File: src/rtl/tdm_demux_1to4_if.sv
// Bus bundle for tdm_demux_1to4: multiplexed input beat side plus the four
// registered channel outputs and their status strobes.
interface tdm_demux_1to4_if #(
  parameter int WIDTH = 8
);
  logic [WIDTH-1:0] din;
  logic             din_valid;
  logic             frame_sync;
  logic [WIDTH-1:0] out0;
  logic [WIDTH-1:0] out1;
  logic [WIDTH-1:0] out2;
  logic [WIDTH-1:0] out3;
  logic [3:0]       out_valid;
  logic [1:0]       ch;
  logic             locked;
  logic             frame_done;
  logic             sync_err;

  modport master (
    output din, din_valid, frame_sync,
    input  out0, out1, out2, out3, out_valid, ch, locked, frame_done, sync_err
  );

  modport slave (
    input  din, din_valid, frame_sync,
    output out0, out1, out2, out3, out_valid, ch, locked, frame_done, sync_err
  );
endinterface

File: src/rtl/tdm_demux_1to4.sv
// Round-robin 1:4 TDM demultiplexer aligned by frame_sync.
// Optional DEMUX_MANUAL_SEL_EN adds man_sel/s1/s0 for forced channel routing.
module tdm_demux_1to4 #(
  parameter int WIDTH = 8,
  parameter bit HOLD  = 1'b1
) (
  input logic clk,
  input logic rst_n,
`ifdef DEMUX_MANUAL_SEL_EN
  input logic man_sel,
  input logic s1,
  input logic s0,
`endif
  tdm_demux_1to4_if.slave bus
);

  typedef enum logic {UNSYNC, SYNC} state_t;

  state_t           state;
  logic [1:0]       ch_q;
  logic [WIDTH-1:0] data_q [4];
  logic [3:0]       valid_q;
  logic             done_q;
  logic             err_q;

  logic             wr;
  logic [1:0]       tgt;
  logic [1:0]       ch_nxt;
  state_t           state_nxt;
  logic             err_nxt;

  always_comb begin
    wr        = 1'b0;
    tgt       = ch_q;
    ch_nxt    = ch_q;
    state_nxt = state;
    err_nxt   = 1'b0;
    // frame_sync realigns to ch0 in both states; only a misaligned one while locked is an error
    if (bus.frame_sync) begin
      state_nxt = SYNC;
      tgt       = 2'd0;
      wr        = bus.din_valid;
      ch_nxt    = bus.din_valid ? 2'd1 : 2'd0;
      err_nxt   = (state == SYNC) && (ch_q != 2'd0);
    end else if (bus.din_valid && state == SYNC) begin
      wr     = 1'b1;
      ch_nxt = ch_q + 2'd1;
    end
`ifdef DEMUX_MANUAL_SEL_EN
    if (man_sel) begin
      wr        = bus.din_valid;
      tgt       = {s1, s0};
      ch_nxt    = ch_q;
      state_nxt = state;
      err_nxt   = 1'b0;
    end
`endif
  end

  always_ff @(posedge clk or negedge rst_n) begin
    if (!rst_n) begin
      state   <= UNSYNC;
      ch_q    <= '0;
      valid_q <= '0;
      done_q  <= 1'b0;
      err_q   <= 1'b0;
      for (int unsigned k = 0; k < 4; k++) data_q[k] <= '0;
    end else begin
      state  <= state_nxt;
      ch_q   <= ch_nxt;
      err_q  <= err_nxt;
      done_q <= wr && (tgt == 2'd3);
      for (int unsigned k = 0; k < 4; k++) begin
        if (wr && tgt == 2'(k)) begin
          data_q[k]  <= bus.din;
          valid_q[k] <= 1'b1;
        end else begin
          valid_q[k] <= 1'b0;
          if (!HOLD) data_q[k] <= '0;
        end
      end
    end
  end

  assign bus.out0       = data_q[0];
  assign bus.out1       = data_q[1];
  assign bus.out2       = data_q[2];
  assign bus.out3       = data_q[3];
  assign bus.out_valid  = valid_q;
  assign bus.ch         = ch_q;
  assign bus.locked     = (state == SYNC);
  assign bus.frame_done = done_q;
  assign bus.sync_err   = err_q;

endmodule

File: src/flat_wrapper.sv
// flat-port wrapper written by rule: the top's interface ports become plain ports
module tdm_demux_1to4_flat 
#(
  parameter int WIDTH = 8,
  parameter bit HOLD  = 1'b1
)
  (clk, rst_n, bus_din, bus_din_valid, bus_frame_sync, bus_out0, bus_out1, bus_out2, bus_out3, bus_out_valid, bus_ch, bus_locked, bus_frame_done, bus_sync_err);
  tdm_demux_1to4_if #(.WIDTH(WIDTH)) bus_i ();
  input logic clk;
  input logic rst_n;
  input wire logic [$bits(bus_i.din)-1:0] bus_din;
  input wire logic [$bits(bus_i.din_valid)-1:0] bus_din_valid;
  input wire logic [$bits(bus_i.frame_sync)-1:0] bus_frame_sync;
  output wire logic [$bits(bus_i.out0)-1:0] bus_out0;
  output wire logic [$bits(bus_i.out1)-1:0] bus_out1;
  output wire logic [$bits(bus_i.out2)-1:0] bus_out2;
  output wire logic [$bits(bus_i.out3)-1:0] bus_out3;
  output wire logic [$bits(bus_i.out_valid)-1:0] bus_out_valid;
  output wire logic [$bits(bus_i.ch)-1:0] bus_ch;
  output wire logic [$bits(bus_i.locked)-1:0] bus_locked;
  output wire logic [$bits(bus_i.frame_done)-1:0] bus_frame_done;
  output wire logic [$bits(bus_i.sync_err)-1:0] bus_sync_err;
  assign bus_i.din = bus_din;
  assign bus_i.din_valid = bus_din_valid;
  assign bus_i.frame_sync = bus_frame_sync;
  assign bus_out0 = bus_i.out0;
  assign bus_out1 = bus_i.out1;
  assign bus_out2 = bus_i.out2;
  assign bus_out3 = bus_i.out3;
  assign bus_out_valid = bus_i.out_valid;
  assign bus_ch = bus_i.ch;
  assign bus_locked = bus_i.locked;
  assign bus_frame_done = bus_i.frame_done;
  assign bus_sync_err = bus_i.sync_err;
  tdm_demux_1to4 #(.WIDTH(WIDTH), .HOLD(HOLD)) u_core (.clk(clk), .rst_n(rst_n), .bus(bus_i));
endmodule
File: config.mk
export PLATFORM = sky130hd
export DESIGN_NAME = tdm_demux_1to4_flat
export DESIGN_NICKNAME = d
export VERILOG_FILES = /design/src/rtl/tdm_demux_1to4_if.sv /design/src/rtl/tdm_demux_1to4.sv /design/src/flat_wrapper.sv
export SDC_FILE = /design/constraint.sdc
export NUM_CORES = 1
export LEC_CHECK = 0
export ABC_AREA = 1
export BUFFER_PORTS_ARGS = -buffer_cell sky130_fd_sc_hd__buf_2
export CELL_PAD_IN_SITES_DETAIL_PLACEMENT = 2
export CELL_PAD_IN_SITES_GLOBAL_PLACEMENT = 2
export CORE_MARGIN = 3
export CORE_UTILIZATION = 32
export DETAILED_ROUTE_END_ITERATION = 10
export PLACE_DENSITY = 0.91
export SYNTH_ARGS = -nofsm -noshare
export SYNTH_HDL_FRONTEND = slang
export SYNTH_SLANG_ARGS = --single-unit
File: constraint.sdc
create_clock -name clk -period 1.8 [get_ports clk]
set_input_delay 0.09 -clock clk [delete_from_list [all_inputs] [get_ports clk]]
set_output_delay 0.09 -clock clk [all_outputs]
set_load 0.02 [all_outputs]
# Yosys cells after proc, flatten, opt, wreduce, memory -nomap -nowiden
# Cells that the tools add are included.
# classes
addsub	1
eq_ne	3
n_mux	11
n_reduce_logical	9
# ops
cell	count
$mux W1	8
$logic_and A1 B1 Y1	6
$mux W2	3
$eq A2 B2 Y1 const B	2
$reduce_bool A2 Y1	2
$add A2 B1 Y2 const B	1
$eq A2 B1 Y1 const B	1
$logic_not A2 Y1	1
# totals
register_bits	41
output_inout_bits	41

# Logic depth before layout (Yosys ltp)
# depth
depth_word	5
depth_mapped	6
depth_no_buf	6

# Worst setup path after synthesis
# OpenSTA, ideal clock, no wires.
# synth_timing
path_kind	register -> register
start	register u_core.ch_q[0] (netlist: u_core.bus.ch[0])
end	register u_core.ch_q[1] (netlist: u_core.bus.ch[1])
setup_ns	0.123
arrival_time_ns	1.185
t_required_ns	1.677
path_slack_ns	0.491
path_stages_with_launch	5
path_buffers	0
period_less_slack_ns	1.309
cell_sequence	dfrtp_1 > inv_2 > ha_1 > a21oi_1 > a21oi_1
# synth_via
elab_chain_cells	3
# synth_lines
item	line	text
from (decl)	tdm_demux_1to4.sv:20	logic [1:0] ch_q;
from (signal assigned)	tdm_demux_1to4.sv:70	ch_q <= ch_nxt;
$add A2 B1 Y2	tdm_demux_1to4.sv:47	ch_nxt = ch_q + 2'd1;
$mux W2	tdm_demux_1to4.sv:45	end else if (bus.din_valid && state == SYNC) begin
$mux W2	tdm_demux_1to4.sv:39	if (bus.frame_sync) begin
# No other way between the ends. The select of a mux whose other input is x is not followed.
# A chain may end at the register's enable or synchronous reset.

# Worst setup path in the final report
# layout_timing
start	register u_core.state (netlist: u_core.bus.locked)
end	register u_core.data_q (netlist bit u_core.bus.out2[5])
# layout_via
elab_chain_cells	4
# layout_lines
item	line	text
from (decl)	tdm_demux_1to4.sv:19	state_t state;
from (signal assigned)	tdm_demux_1to4.sv:69	state <= state_nxt;
$logic_and A1 B1 Y1	tdm_demux_1to4.sv:45	
$mux W1	tdm_demux_1to4.sv:45	
$mux W1	tdm_demux_1to4.sv:39	
$logic_and A1 B1 Y1	tdm_demux_1to4.sv:74	if (wr && tgt == 2'(k)) begin
to (signal, indexed assignment)	tdm_demux_1to4.sv:75	data_q[k] <= bus.din;
to (decl)	tdm_demux_1to4.sv:21	logic [WIDTH-1:0] data_q [4];
# No other way between the ends.

==> summary.txt <==
STA
  – Worst-Margin Slew: 0.517 ns
  – Rel. slew slack: 65.5%
  – Fmax: 0.713 GHz
  – Final Hold Violating Endpoints: 0
  – RSZ-0062 raised after global routing: no
  – Min Tclk post-route: 1.40 ns
  – Clk_skew: 0.0135 ns
  – Tcrit/Tclk final: 77.9%
  – Hold WS: 0.0441 ns
  – Endpoints failing setup: 0
  – Setup TNS: 0 ns
  – Max-slew violation count: 0

Drt
  – Vias per cell: 4.63
  – Via count: 1367
  – DRT Pass-1 Iters: 4
  – Post-DR wirelength/cell: 16.6 µm
  – DRC Markers: 0
  – DRT Wirelength: 4.90 mm
  – Starting DRC count in detailed routing: 56
  – ANT nets after route: 0

CTS
  – Clock buffer count from CTS: 5
  – Clock Latency Late Sink: 0.31 ns
  – Post-CTS Resized: 0
  – CTS Hold Bufs: 1
  – Total number of H-tree levels: 2
  – Clock root buffer: clkbuf_8
  – Post-CTS Setup Bufs: 0
  – # clock sinks: 40
  – Clock Path Buffers: 2
  – CTS tree: yes
  – Worst-path clk slew: 0.08 ns

Synthesis
  – #FFs+latches synth: 40
  – Fraction of the yosys area taken by sequential cells: 60.5%
  – Mapped cell area: 1650 µm²
  – Post-Syn Area per Cell: 9.85 µm²
  – Post-synth top area share: 60.5%
  – Mapped Cells: 168
  – Top-count cell post-synth: nand2_1
  – Yosys warns: 0
  – Top cells by area, synth: dfrtp_1, nand2_1, nand3_1, nand2_4, nor2_8
  – Area leader, netlist: dfrtp_1
  – Top cells by count, synth: nand2_1, dfrtp_1, nand3_1, inv_1, nand2_4
  – Post-synth EDFFs: 0
  – Post-synth top flop: dfrtp_1
  – Syn nets: 181
  – Yosys cell types: 17
  – Async S/R FF share, synth: 100%

Worst setup path
  – Worst stage delay on the critical path: 0.40 ns
  – Crit-path leading delay family: simple AND/OR/NAND/NOR gates
  – Startpoint types: register
  – Worst Setup SP: u_core.bus.locked
  – Top cell by count, worst path: nand2_1
  – R2R setup slack: 0.40 ns
  – CP endpoint kind: register
  – FF-to-FF Start: u_core.bus.locked
  – WP data required: 1.99 ns
  – Crit path max fanout: 18
  – Critical path type: register to register
  – Stages on worst setup path: 6
  – FF-to-FF path depth: 6
  – WP buf/inv: 1
  – Signal arrival time at the worst endpoint: 1.59 ns
  – Slowest-stage cell, CP: dfrtp_1
  – Crit Reg-Reg Endpoint: u_core.bus.out2[5]
  – Worst Setup EP: u_core.bus.out2[5]
  – CP Cell Sequence: nor2_2 -> nor2_8 -> buf_4 -> nand2_4 -> nand2_1 -> nand2_1

Place
  – DP HPWL: 3.43 mm
  – Port bufs: 52
  – Placer Congestion: 0.752

Global route
  – GR Util All Layers: 17.5%
  – Gr ovfl total: 0
  – First-pass GRT wire length: 7.96 mm
  – Vias in the first global route: 1486
  – Antenna violations before repair: 0
  – Pin count of the biggest net entering global routing: 41

Pwr
  – Sw Ratio: 39.2%
  – Flop pwr share: 45.0%
  – Switch Pwr: 1.11 mW
  – Leakage power: 1.21 nW
  – P per Cell Area: 1360 nW/µm²
  – Clk network pwr share: 22.6%
  – Gate power share: 32.4%
  – Pint: 1.72 mW
  – VDD IR max: 0.509 mV

Floorplanning
  – Die height: 77.9 µm
  – Chip width: 77.9 µm
  – Initial cell density of the core: 34.1%
  – Core area: 4850 µm²
  – Io pins: 53
  – Cell Rows: 25
  – Die area: 6070 µm²

Flow run
  – Max-Cap Viols: 0

Finish
  – Layout area overhead: 25.9%
  – Fillcell total: 548
  – Share of post-route cells with drive strength above 1: 33.8%
  – Final #Nets: 240
  – N_diodes: 0

Hold path
  – HP Class: input pin to register

Run status
  – Status: finished, final reports clean
-- how the worst min path moves through the flow --
stage | startpoint | endpoint | slack [ns] | cells past startpoint
floorplan | rst_n | u_core.bus.ch[0] | -0.21 | 0
global placement | rst_n | u_core.bus.out1[6] | 0.18 | 2
detailed placement | rst_n | u_core.bus.out0[0] | 0.19 | 2
CTS | bus_frame_sync | u_core.bus.sync_err | 0.04 | 3
global route | bus_frame_sync | u_core.bus.sync_err | 0.04 | 3
finish | bus_frame_sync | u_core.bus.sync_err | 0.04 | 3
-- flip-flops by register name (all words and copies together), names as in the netlist --
register	cells
u_core.bus.out3	8
u_core.bus.out2	8
u_core.bus.out_valid	3
u_core.bus.frame_done	1
u_core.bus.out1	8
u_core.bus.sync_err	1
u_core.bus.ch	2
u_core.bus.out0	8
u_core.bus.locked	1
-- cells by family after synthesis --
kind of cell | Yosys count | share of synthesized area, %
flip-flops | 40 | 60.5
XOR/XNOR | 1 | 0.530
buffers and inverters | 13 | 4.54
AND/OR/NAND/NOR | 110 | 32.5
adder cells (fa/ha/maj) | 1 | 0.756
AO/OA/AOI/OAI | 3 | 1.13
-- worst reg2reg max path, delay by kind of cell (launching register included) --
kind	cells	cell delay, ns
buf+inv	1	0.28
flops	1	0.40
simple gates	5	0.60
-- metal layers --
layer	vias to the layer above	global-route usage, %	part of all wire [%]
met5	-	0	0
met4	0	5.77	1.4
met3	5	3.83	4.9
met2	36	31.3	51
met1	675	20.6	43
li1	651	-	-
-- metrics by stage --
step	std cells	util (%)	setup slack (ns)	power, mW	area, µm²
3_5_place_dp	286	40.8	0.431	2.22	1980
3_3_place_gp	286	40.8	0.478	2.17	1980
6_report	295	42.9	0.397	2.83	2080
5_1_grt	295	42.9	0.287	3.02	2080
2_1_floorplan	168	-	0.491	1.83	1650
4_1_cts	295	42.9	0.394	2.89	2080
-- power by group through the flow --
stage / sequential [mW] / combinational (mW) / clock [mW]
2_1_floorplan: 1.57 / 0.257 / 0
3_3_place_gp: 1.28 / 0.887 / 0
3_5_place_dp: 1.29 / 0.930 / 0
4_1_cts: 1.28 / 0.943 / 0.670
5_1_grt: 1.31 / 1.01 / 0.703
6_report: 1.28 / 0.919 / 0.639
-- final cells by class --
type | count | area (µm²) | share of cell area, %
Sequential cell | 40 | 1000 | 48.1
Inverter | 9 | 33.8 | 1.62
Multi-Input combinational cell | 115 | 578 | 27.8
Clock inverter | 2 | 10.0 | 0.481
Timing Repair Buffer | 56 | 293 | 14.1
Clock buffer | 6 | 82.6 | 3.97
Tap cell | 67 | 83.8 | 4.03
-- layout by cell type (no fill, tap or decap), drive strengths merged --
cell / netlist / final
dfrtp: 40 / 40
dlygate4sd3: 0 / 1
ha: 1 / 1
buf: 4 / 55
a21oi: 2 / 2
clkbuf: 0 / 6
clkinv: 0 / 2
o21ai: 1 / 1
nand2: 72 / 72
nand3: 32 / 32
nor2: 6 / 6
inv: 9 / 9
xnor2: 1 / 1
No activity file was read; power rests on OpenSTA's default activity.
